### config.mk
export PLATFORM = sky130hd
export DESIGN_NAME = proc_run_ctrl_flat
export DESIGN_NICKNAME = d
export VERILOG_FILES = /design/src/rtl/proc_run_ctrl_if.sv /design/src/rtl/proc_run_ctrl.sv /design/src/flat_wrapper.sv
export SDC_FILE = /design/constraint.sdc
export NUM_CORES = 1
export LEC_CHECK = 0
export CELL_PAD_IN_SITES_DETAIL_PLACEMENT = 0
export CELL_PAD_IN_SITES_GLOBAL_PLACEMENT = 2
export CORE_MARGIN = 2
export CORE_UTILIZATION = 42
export CTS_CLUSTER_DIAMETER = 150
export DETAILED_ROUTE_END_ITERATION = 8
export DONT_BUFFER_PORTS = 1
export PLACE_DENSITY = 0.85
export SYNTH_ARGS = -nofsm -noshare
export SYNTH_HDL_FRONTEND = slang
export SYNTH_SLANG_ARGS = --single-unit
export TNS_END_PERCENT = 100
### constraint.sdc
create_clock -name clk -period 7.03 [get_ports clk]
set_input_delay 1.406 -clock clk [delete_from_list [all_inputs] [get_ports clk]]
set_output_delay 1.406 -clock clk [all_outputs]
set_load 0.02 [all_outputs]
### src/rtl/proc_run_ctrl_if.sv
// Image-stream and instruction-memory write port bundle for proc_run_ctrl.
// The slave modport is the controller's view; master is the environment's view.
interface proc_run_ctrl_if #(
  parameter int ADDR_W = 16,
  parameter int DATA_W = 16
);
  logic              src_valid;
  logic [DATA_W-1:0] src_data;
  logic              src_ready;
  logic              mem_we;
  logic [ADDR_W-1:0] mem_addr;
  logic [DATA_W-1:0] mem_wdata;

  modport slave (
    input  src_valid, src_data,
    output src_ready, mem_we, mem_addr, mem_wdata
  );

  modport master (
    output src_valid, src_data,
    input  src_ready, mem_we, mem_addr, mem_wdata
  );
endinterface

### src/rtl/proc_run_ctrl.sv
// Run controller: streams a program image into instruction memory, holds the
// core in reset while loading, then runs it until halt or cycle-limit timeout.
module proc_run_ctrl #(
  parameter int ADDR_W = 16,
  parameter int DATA_W = 16,
  parameter int CNT_W  = 16
) (
  input  logic              clk,
  input  logic              rst_n,
  input  logic              start,
  input  logic              abort,
  input  logic [ADDR_W-1:0] start_pc,
  input  logic [ADDR_W-1:0] img_len,
  input  logic [CNT_W-1:0]  cycle_limit,
  proc_run_ctrl_if.slave    bus,
  output logic              cpu_rst_n,
  output logic [ADDR_W-1:0] cpu_pc,
  input  logic              cpu_halt,
  output logic              busy,
  output logic              done,
  output logic              timeout,
  output logic [CNT_W-1:0]  cycles
);

  typedef enum logic [2:0] {
    S_IDLE    = 3'd0,
    S_LOAD    = 3'd1,
    S_RELEASE = 3'd2,
    S_RUN     = 3'd3,
    S_DONE    = 3'd4
  } state_t;

  state_t              r_state;
  state_t              w_next;
  logic [ADDR_W-1:0]   r_start_pc;
  logic [ADDR_W-1:0]   r_img_len;
  logic [CNT_W-1:0]    r_limit;
  logic [ADDR_W-1:0]   r_load_cnt;
  logic [CNT_W-1:0]    r_cycles;
  logic                r_done;
  logic                r_timeout;

  logic w_load;
  logic w_run;
  logic w_start_ok;
  logic w_hs;
  logic w_last;
  logic w_limit_hit;

  assign w_load      = (r_state == S_LOAD);
  assign w_run       = (r_state == S_RUN);
  assign w_start_ok  = start && ((r_state == S_IDLE) || (r_state == S_DONE));
  assign w_hs        = w_load && bus.src_valid;
  assign w_last      = w_hs && (r_load_cnt == r_img_len - ADDR_W'(1));
  // Limit is compared against the pre-increment count so the run lasts exactly M cycles.
  assign w_limit_hit = w_run && (r_limit != '0) && (r_cycles == r_limit - CNT_W'(1));

  // NOTE: next-state defaults to the current state before the case, so no latch is inferred.
  always_comb begin
    w_next = r_state;
    if (abort) begin
      w_next = S_IDLE;
    end else begin
      case (r_state)
        S_IDLE, S_DONE: if (start) w_next = (img_len != '0) ? S_LOAD : S_RELEASE;
        S_LOAD:         if (w_last) w_next = S_RELEASE;
        S_RELEASE:      w_next = S_RUN;
        S_RUN:          if (cpu_halt || w_limit_hit) w_next = S_DONE;
        default:        w_next = S_IDLE;
      endcase
    end
  end

  // NOTE: state and datapath registers use non-blocking assignments so every
  // register samples pre-edge values regardless of statement order.
  always_ff @(posedge clk or negedge rst_n) begin
    if (!rst_n) r_state <= S_IDLE;
    else        r_state <= w_next;
  end

  always_ff @(posedge clk or negedge rst_n) begin
    if (!rst_n) begin
      r_start_pc <= '0;
      r_img_len  <= '0;
      r_limit    <= '0;
      r_load_cnt <= '0;
      r_cycles   <= '0;
      r_done     <= 1'b0;
      r_timeout  <= 1'b0;
    end else if (abort) begin
      r_load_cnt <= '0;
      r_cycles   <= '0;
      r_done     <= 1'b0;
      r_timeout  <= 1'b0;
    end else if (w_start_ok) begin
      r_start_pc <= start_pc;
      r_img_len  <= img_len;
      r_limit    <= cycle_limit;
      r_load_cnt <= '0;
      r_cycles   <= '0;
      r_done     <= 1'b0;
      r_timeout  <= 1'b0;
    end else begin
      if (w_hs) r_load_cnt <= r_load_cnt + ADDR_W'(1);
      if (w_run) begin
        if (r_cycles != '1) r_cycles <= r_cycles + CNT_W'(1);
        if (cpu_halt) begin
          r_done    <= 1'b1;
          r_timeout <= 1'b0;
        end else if (w_limit_hit) begin
          r_done    <= 1'b1;
          r_timeout <= 1'b1;
        end
      end
    end
  end

  assign bus.src_ready = w_load;
  assign bus.mem_we    = w_hs;
  assign bus.mem_addr  = r_load_cnt;
  // Write data is gated so the port is quiet (zero) outside LOAD, including in reset.
  assign bus.mem_wdata = w_load ? bus.src_data : '0;

  assign cpu_rst_n = w_run;
  assign cpu_pc    = r_start_pc;
  assign busy      = (r_state == S_LOAD) || (r_state == S_RELEASE) || w_run;
  assign done      = r_done;
  assign timeout   = r_timeout;
  assign cycles    = r_cycles;

endmodule

### src/flat_wrapper.sv
// flat-port wrapper written by rule: the top's interface ports become plain ports
module proc_run_ctrl_flat 
#(
  parameter int ADDR_W = 16,
  parameter int DATA_W = 16,
  parameter int CNT_W  = 16
)
  (clk, rst_n, start, abort, start_pc, img_len, cycle_limit, cpu_rst_n, cpu_pc, cpu_halt, busy, done, timeout, cycles, bus_src_valid, bus_src_data, bus_src_ready, bus_mem_we, bus_mem_addr, bus_mem_wdata);
  proc_run_ctrl_if #(.ADDR_W(ADDR_W), .DATA_W(DATA_W)) bus_i ();
  input  logic clk;
  input  logic rst_n;
  input  logic start;
  input  logic abort;
  input  logic [ADDR_W-1:0] start_pc;
  input  logic [ADDR_W-1:0] img_len;
  input  logic [CNT_W-1:0] cycle_limit;
  output logic cpu_rst_n;
  output logic [ADDR_W-1:0] cpu_pc;
  input  logic cpu_halt;
  output logic busy;
  output logic done;
  output logic timeout;
  output logic [CNT_W-1:0] cycles;
  input wire logic [$bits(bus_i.src_valid)-1:0] bus_src_valid;
  input wire logic [$bits(bus_i.src_data)-1:0] bus_src_data;
  output wire logic [$bits(bus_i.src_ready)-1:0] bus_src_ready;
  output wire logic [$bits(bus_i.mem_we)-1:0] bus_mem_we;
  output wire logic [$bits(bus_i.mem_addr)-1:0] bus_mem_addr;
  output wire logic [$bits(bus_i.mem_wdata)-1:0] bus_mem_wdata;
  assign bus_i.src_valid = bus_src_valid;
  assign bus_i.src_data = bus_src_data;
  assign bus_src_ready = bus_i.src_ready;
  assign bus_mem_we = bus_i.mem_we;
  assign bus_mem_addr = bus_i.mem_addr;
  assign bus_mem_wdata = bus_i.mem_wdata;
  proc_run_ctrl #(.ADDR_W(ADDR_W), .DATA_W(DATA_W), .CNT_W(CNT_W)) u_core (.clk(clk), .rst_n(rst_n), .start(start), .abort(abort), .start_pc(start_pc), .img_len(img_len), .cycle_limit(cycle_limit), .bus(bus_i), .cpu_rst_n(cpu_rst_n), .cpu_pc(cpu_pc), .cpu_halt(cpu_halt), .busy(busy), .done(done), .timeout(timeout), .cycles(cycles));
endmodule
* Yosys cells after proc, flatten, opt, wreduce, memory -nomap -nowiden
Index checks and enable logic that the tools add are counted.
Cells by class: add/subtract/negate cells 4, multiply operators 0, div/mod/pow operators 0, order comparisons 0, eq/ne operators 10, shift-type cells 0, multiplexer cells 23, bitwise logic cells 1, reductions and logical operators 21
Operator list (count):
- 2-to-1 mux 16 bit | 8
- adder 16 x 1 -> 16 bit (second input constant) | 2
- == test 16 bit | 2
- nonzero test 16 bit | 2
- subtractor 16 x 1 -> 16 bit (second input constant) | 2
- != test 16 bit (second input constant) | 1
- 2-to-1 mux 3 bit | 4
- case mux 3 bit (4 select lines) | 1
- 2-to-1 mux 1 bit | 9
- != test 3 bit (second input constant) | 3
- nonzero test 3 bit | 3
- == test 3 x 2 -> 1 bit (second input constant) | 2
- AND reduction 2 bit | 3
- logical AND 1 bit | 5
- logical OR 1 bit | 4
- nonzero test 4 bit | 1
- == test 3 x 1 -> 1 bit (second input constant) | 1
- == test 3 bit (second input constant) | 1
- zero test 3 bit | 1
- AND reduction 3 bit | 1
- 2-to-1 mux 2 bit | 1
- OR reduction 2 bit | 1
- NOT 1 bit | 1
Word-level totals: flip-flop bits (word level) 85, latch bits 0, bits in writable memories 0, bits in read-only memories 0, bits of input ports 70, output and inout port bits 70, logic and storage cells 67, memories kept 0

* Logic depth before layout (Yosys ltp)
word-level depth 8, depth in mapped cells 11, mapped depth without buffers 10

* Worst setup path after synthesis
Ideal clock, no wire load.
path kind input port to output port, from in bus_src_valid, to out bus_mem_we, arrival time 1800 ps, required time 5624 ps, setup slack 3824 ps, stages 2, path buffers 0, cell sequence nand2_1 > clkinv_1
Between the ends: longest elaborated chain between the ends 1
Ends and longest elaborated chain:
- start, declared | RTL line flat_wrapper.sv:24 | input wire logic [$bits(bus_i.src_valid)-1:0] bus_src_valid;
- logical AND 1 bit | RTL line proc_run_ctrl.sv:53 | assign w_hs = w_load && bus.src_valid;
- end, declared | RTL line flat_wrapper.sv:27 | output wire logic [$bits(bus_i.mem_we)-1:0] bus_mem_we;
No other way between the ends.

* Worst setup path after layout
from reg u_core.r_state[0], to out bus_mem_we
Between the ends: longest elaborated chain between the ends 2
Ends and longest elaborated chain:
- start, declared | RTL line proc_run_ctrl.sv:33 | state_t r_state;
- start signal, assigned | RTL line proc_run_ctrl.sv:78 | else r_state <= w_next;
- == test 3 x 1 -> 1 bit | RTL line proc_run_ctrl.sv:50 | assign w_load = (r_state == S_LOAD);
- net bus_src_ready | RTL line flat_wrapper.sv:26 | output wire logic [$bits(bus_i.src_ready)-1:0] bus_src_ready;
- logical AND 1 bit | RTL line proc_run_ctrl.sv:53
The timed path passes the listed nets, and every way through them passes these cells.

==> impl_metrics.py <==
metrics = {
    "yosys": {
        "ys_warn_count": 0,
        "syn-instance-count": 475,
        "mappedNetlistNets": 550,
        "yosys.area.top_type": "dfrtp_1",
        "post_synth_num_cell_types": 54,
        "synth.ff_latch_count": 85,
        "yosys.area.top_type_share_pct": 44.71,
        "mappedNetlistArea_um2": 4757,
        "async_flop_share_pct": 100.0,
        "yosys_most_used_dff": "dfrtp_1",
        "synth_enable_flop_cells": 0,
        "seq_area_frac_synth_pct": 44.71,
        "synthesis.area_per_instance_um2": 10.01,
        "synth.top_cells.by_area": "dfrtp_1 (45%), mux2_2 (9.9%), xor2_1 (6.1%)",
    },
    "setup_path": {
        "worst_setup_path_end_kind": "output port",
        "worstPathRequired_ns": 5.62,
        "timing.critical_path.fanout_max": 19,
        "reg2reg_to": "u_core.r_state[0]",
        "critical_path.startpoint_type": "flop",
        "cp_data_arrival_time_ns": 2.41,
        "critPathKind": "flop to output port",
        "setup.reg_to_reg.worst_slack_ns": 3.42,
        "rr_startpoint": "u_core.r_state[0]",
        "reg2reg_depth": 8,
    },
    "routing": {
        "route.detailed.wl_per_inst_um": 19.46,
        "drcViolationCount": 0,
        "vias": 3594,
        "detail_route.vias_per_cell": 5.834,
        "drtPass1Iterations": 4,
        "route.final.wire_length_um": 11990,
        "detail-route-antenna-nets": 0,
        "drtIter0Drc": 271,
    },
    "cts": {
        "cts_root_buf": "clkbuf_16",
        "postCtsResizedCells": 0,
        "tritoncts": "done",
        "cts.sinks": 85,
        "clock_pin_slew_reported_for_the_worst_setup_and_hold_paths_after_clock_tree_synthesis_ns": 0.07,
        "post_cts_setup_repair_bufs": 0,
        "numCtsBuffers": 9,
        "cts-htree-levels": 3,
        "cts_hold_buffers": 0,
        "clock_path_buffers": 2,
        "clk_latency_ns": 0.35,
    },
    "finish": {
        "final_layout_size_suffix_gt1_share_pct": 14.08,
        "leading_cell_type_in_the_layout_fill_and_taps_excluded": "dfrtp_1",
        "layout.cells.most_common_list": "dfrtp_1 (85), nor2_1 (43), mux2_2 (42), xor2_1 (33)",
        "utilization_pct": 47.44,
        "stdcell_count": 616,
        "areaGrowthSynthToFinish_pct": 9.048,
        "n_antenna_cell": 0,
        "final_nets": 546,
    },
    "global_routing": {
        "via_count_of_the_first_global_routing_pass": 3641,
        "grt_start_max_net_pins": 86,
        "grtUsageTotal_pct": 20.25,
        "global_route_wire_length_before_repair_um": 19710,
        "antenna_found_initial": 0,
        "grt-ovfl-total": 0,
    },
    "placement": {
        "place.detailed.instances": 600,
        "gp_congestion": 0.7771,
        "io_buffer_count": 0,
        "dpl.hpwl_um": 8880,
    },
    "sta": {
        "worst_slew_margin_rel_pct": 24.96,
        "period_share_pct": 54.33,
        "finalWorstPathRequiredPeriod_ns": 3.820,
        "final.setup_skew_ns": 0.008569,
        "slew_viol_final": 0,
        "max_freq_mhz": 261.8,
        "tns_ns": 0,
        "setup_repair_after_global_routing_missed_its_margin": "false",
        "finalSetupViolations": 0,
        "hold_violations": 0,
        "worstMarginPinSlew_ns": 1.121,
    },
    "floorplanning": {
        "die_area_um2": 12190,
        "io_pins": 140,
        "die-width_um": 110.4,
        "starting_utilization_of_the_core_area_pct": 43.50,
        "rows": 38,
        "die_height_um": 110.4,
        "core_area_um2": 10940,
    },
    "min_path": {
        "holdCritPathClass": "flop to flop",
        "capture_endpoint_of_the_worst_hold_path": "u_core.r_img_len[8]",
        "hold_startpoint": "u_core.r_img_len[8]",
        "worstHoldPathCells": 1,
    },
    "status": {
        "run_status": "completed",
    },
    "power": {
        "power.density_cell_area_nw_per_um2": 372.2,
        "leakage_nw": 2.034,
        "peakVddDrop_mv": 0.2409,
        "total_power_w": 0.001931,
    },
    "flow_run": {
        "max_cap_violations": 0,
    },
}
where the power goes:
| part | internal, W | switching [W] |
|---|---|---|
| Sequential | 0.000636 | 0.000246 |
| Clock | 0.000260 | 0.000201 |
| Combinational | 0.000286 | 0.000301 |
| Total | 0.00118 | 0.000749 |
per-layer routing:
layer | track usage, % | part of all wire (%) | vias up
li1 | - | - | 1706
met1 | 24.38 | 41 | 1774
met2 | 32.97 | 50 | 91
met3 | 6.806 | 6.5 | 23
met4 | 9.000 | 2.9 | 0
met5 | 0 | 0 | -
cells by family after synthesis:
family                     synth area share, %
and+or+nand+nor                          20.86
DFF                                      44.71
xor gates and xnor gates                 11.42
AOI/OAI and AO/OA                        8.207
muxes                                    11.02
buffers and inverters                    2.472
adders and majority gates                1.315
cells in the mapped netlist, drive strengths merged (3+ instances only):
cell type	instances
a2111oi	3
a21oi	11
and2	16
and3	5
clkbuf	16
dfrtp	85
ha	5
inv	12
mux2	43
mux2i	4
nand2	29
nand3	21
nand4	13
nand4b	4
nor2	44
nor2b	3
nor3	13
nor3b	3
nor4	14
nor4b	3
o21ai	16
o31ai	3
or3	7
or4	6
xnor2	29
xor2	33
through the flow:
stage | cell area (um2) | hold WS [ns] | worst slack (ns)
after global routing | 5187 | 0.5836 | 2.982
after detailed placement | 4898 | 0.5480 | 3.390
after CTS | 5187 | 0.5662 | 3.155
after global placement | 4898 | 0.5427 | 3.504
after floorplan | 4757 | 0.5008 | 3.824
final | 5187 | 0.5585 | 3.210
sequential cells by signal, indices dropped and copies added, names as in the netlist:
register / count
u_core.r_limit: 16
u_core.done: 1
u_core.timeout: 1
u_core.r_state: 3
u_core.bus.mem_addr: 16
u_core.r_img_len: 16
u_core.cycles: 16
u_core.cpu_pc: 16
worst max-delay path by stage:
stage                            startpoint                end  slack, ns  depth (start not counted)
final                     u_core.r_state[0]         bus_mem_we       3.21                          3
after global routing      u_core.r_state[0]         bus_mem_we       2.98                          3
after CTS                 u_core.r_state[1]         bus_mem_we       3.16                          3
after detailed placement  u_core.r_state[1]  u_core.r_state[0]       3.39                          8
after global placement    u_core.r_state[1]  u_core.r_state[0]       3.50                          8
after floorplan               bus_src_valid         bus_mem_we       3.82                          2
critical path, stage by stage, from the launching register on:
cell	delay, ns
dfrtp_1	0.46
nor3b_2	0.94
nand2_1	0.35
clkinv_1	0.31
area by class of cell:
| cell class | count | area [um2] |
|---|---|---|
| Fill cell | 1065 | 5748 |
| Multi-Input combinational cell | 359 | 2525 |
| Sequential cell | 85 | 2127 |
| Clock buffer | 12 | 256.5 |
| Tap cell | 140 | 175.2 |
| Inverter | 13 | 48.80 |
| Clock inverter | 4 | 32.53 |
| Timing Repair Buffer | 3 | 22.52 |
Power figures use the tool's default switching activity.
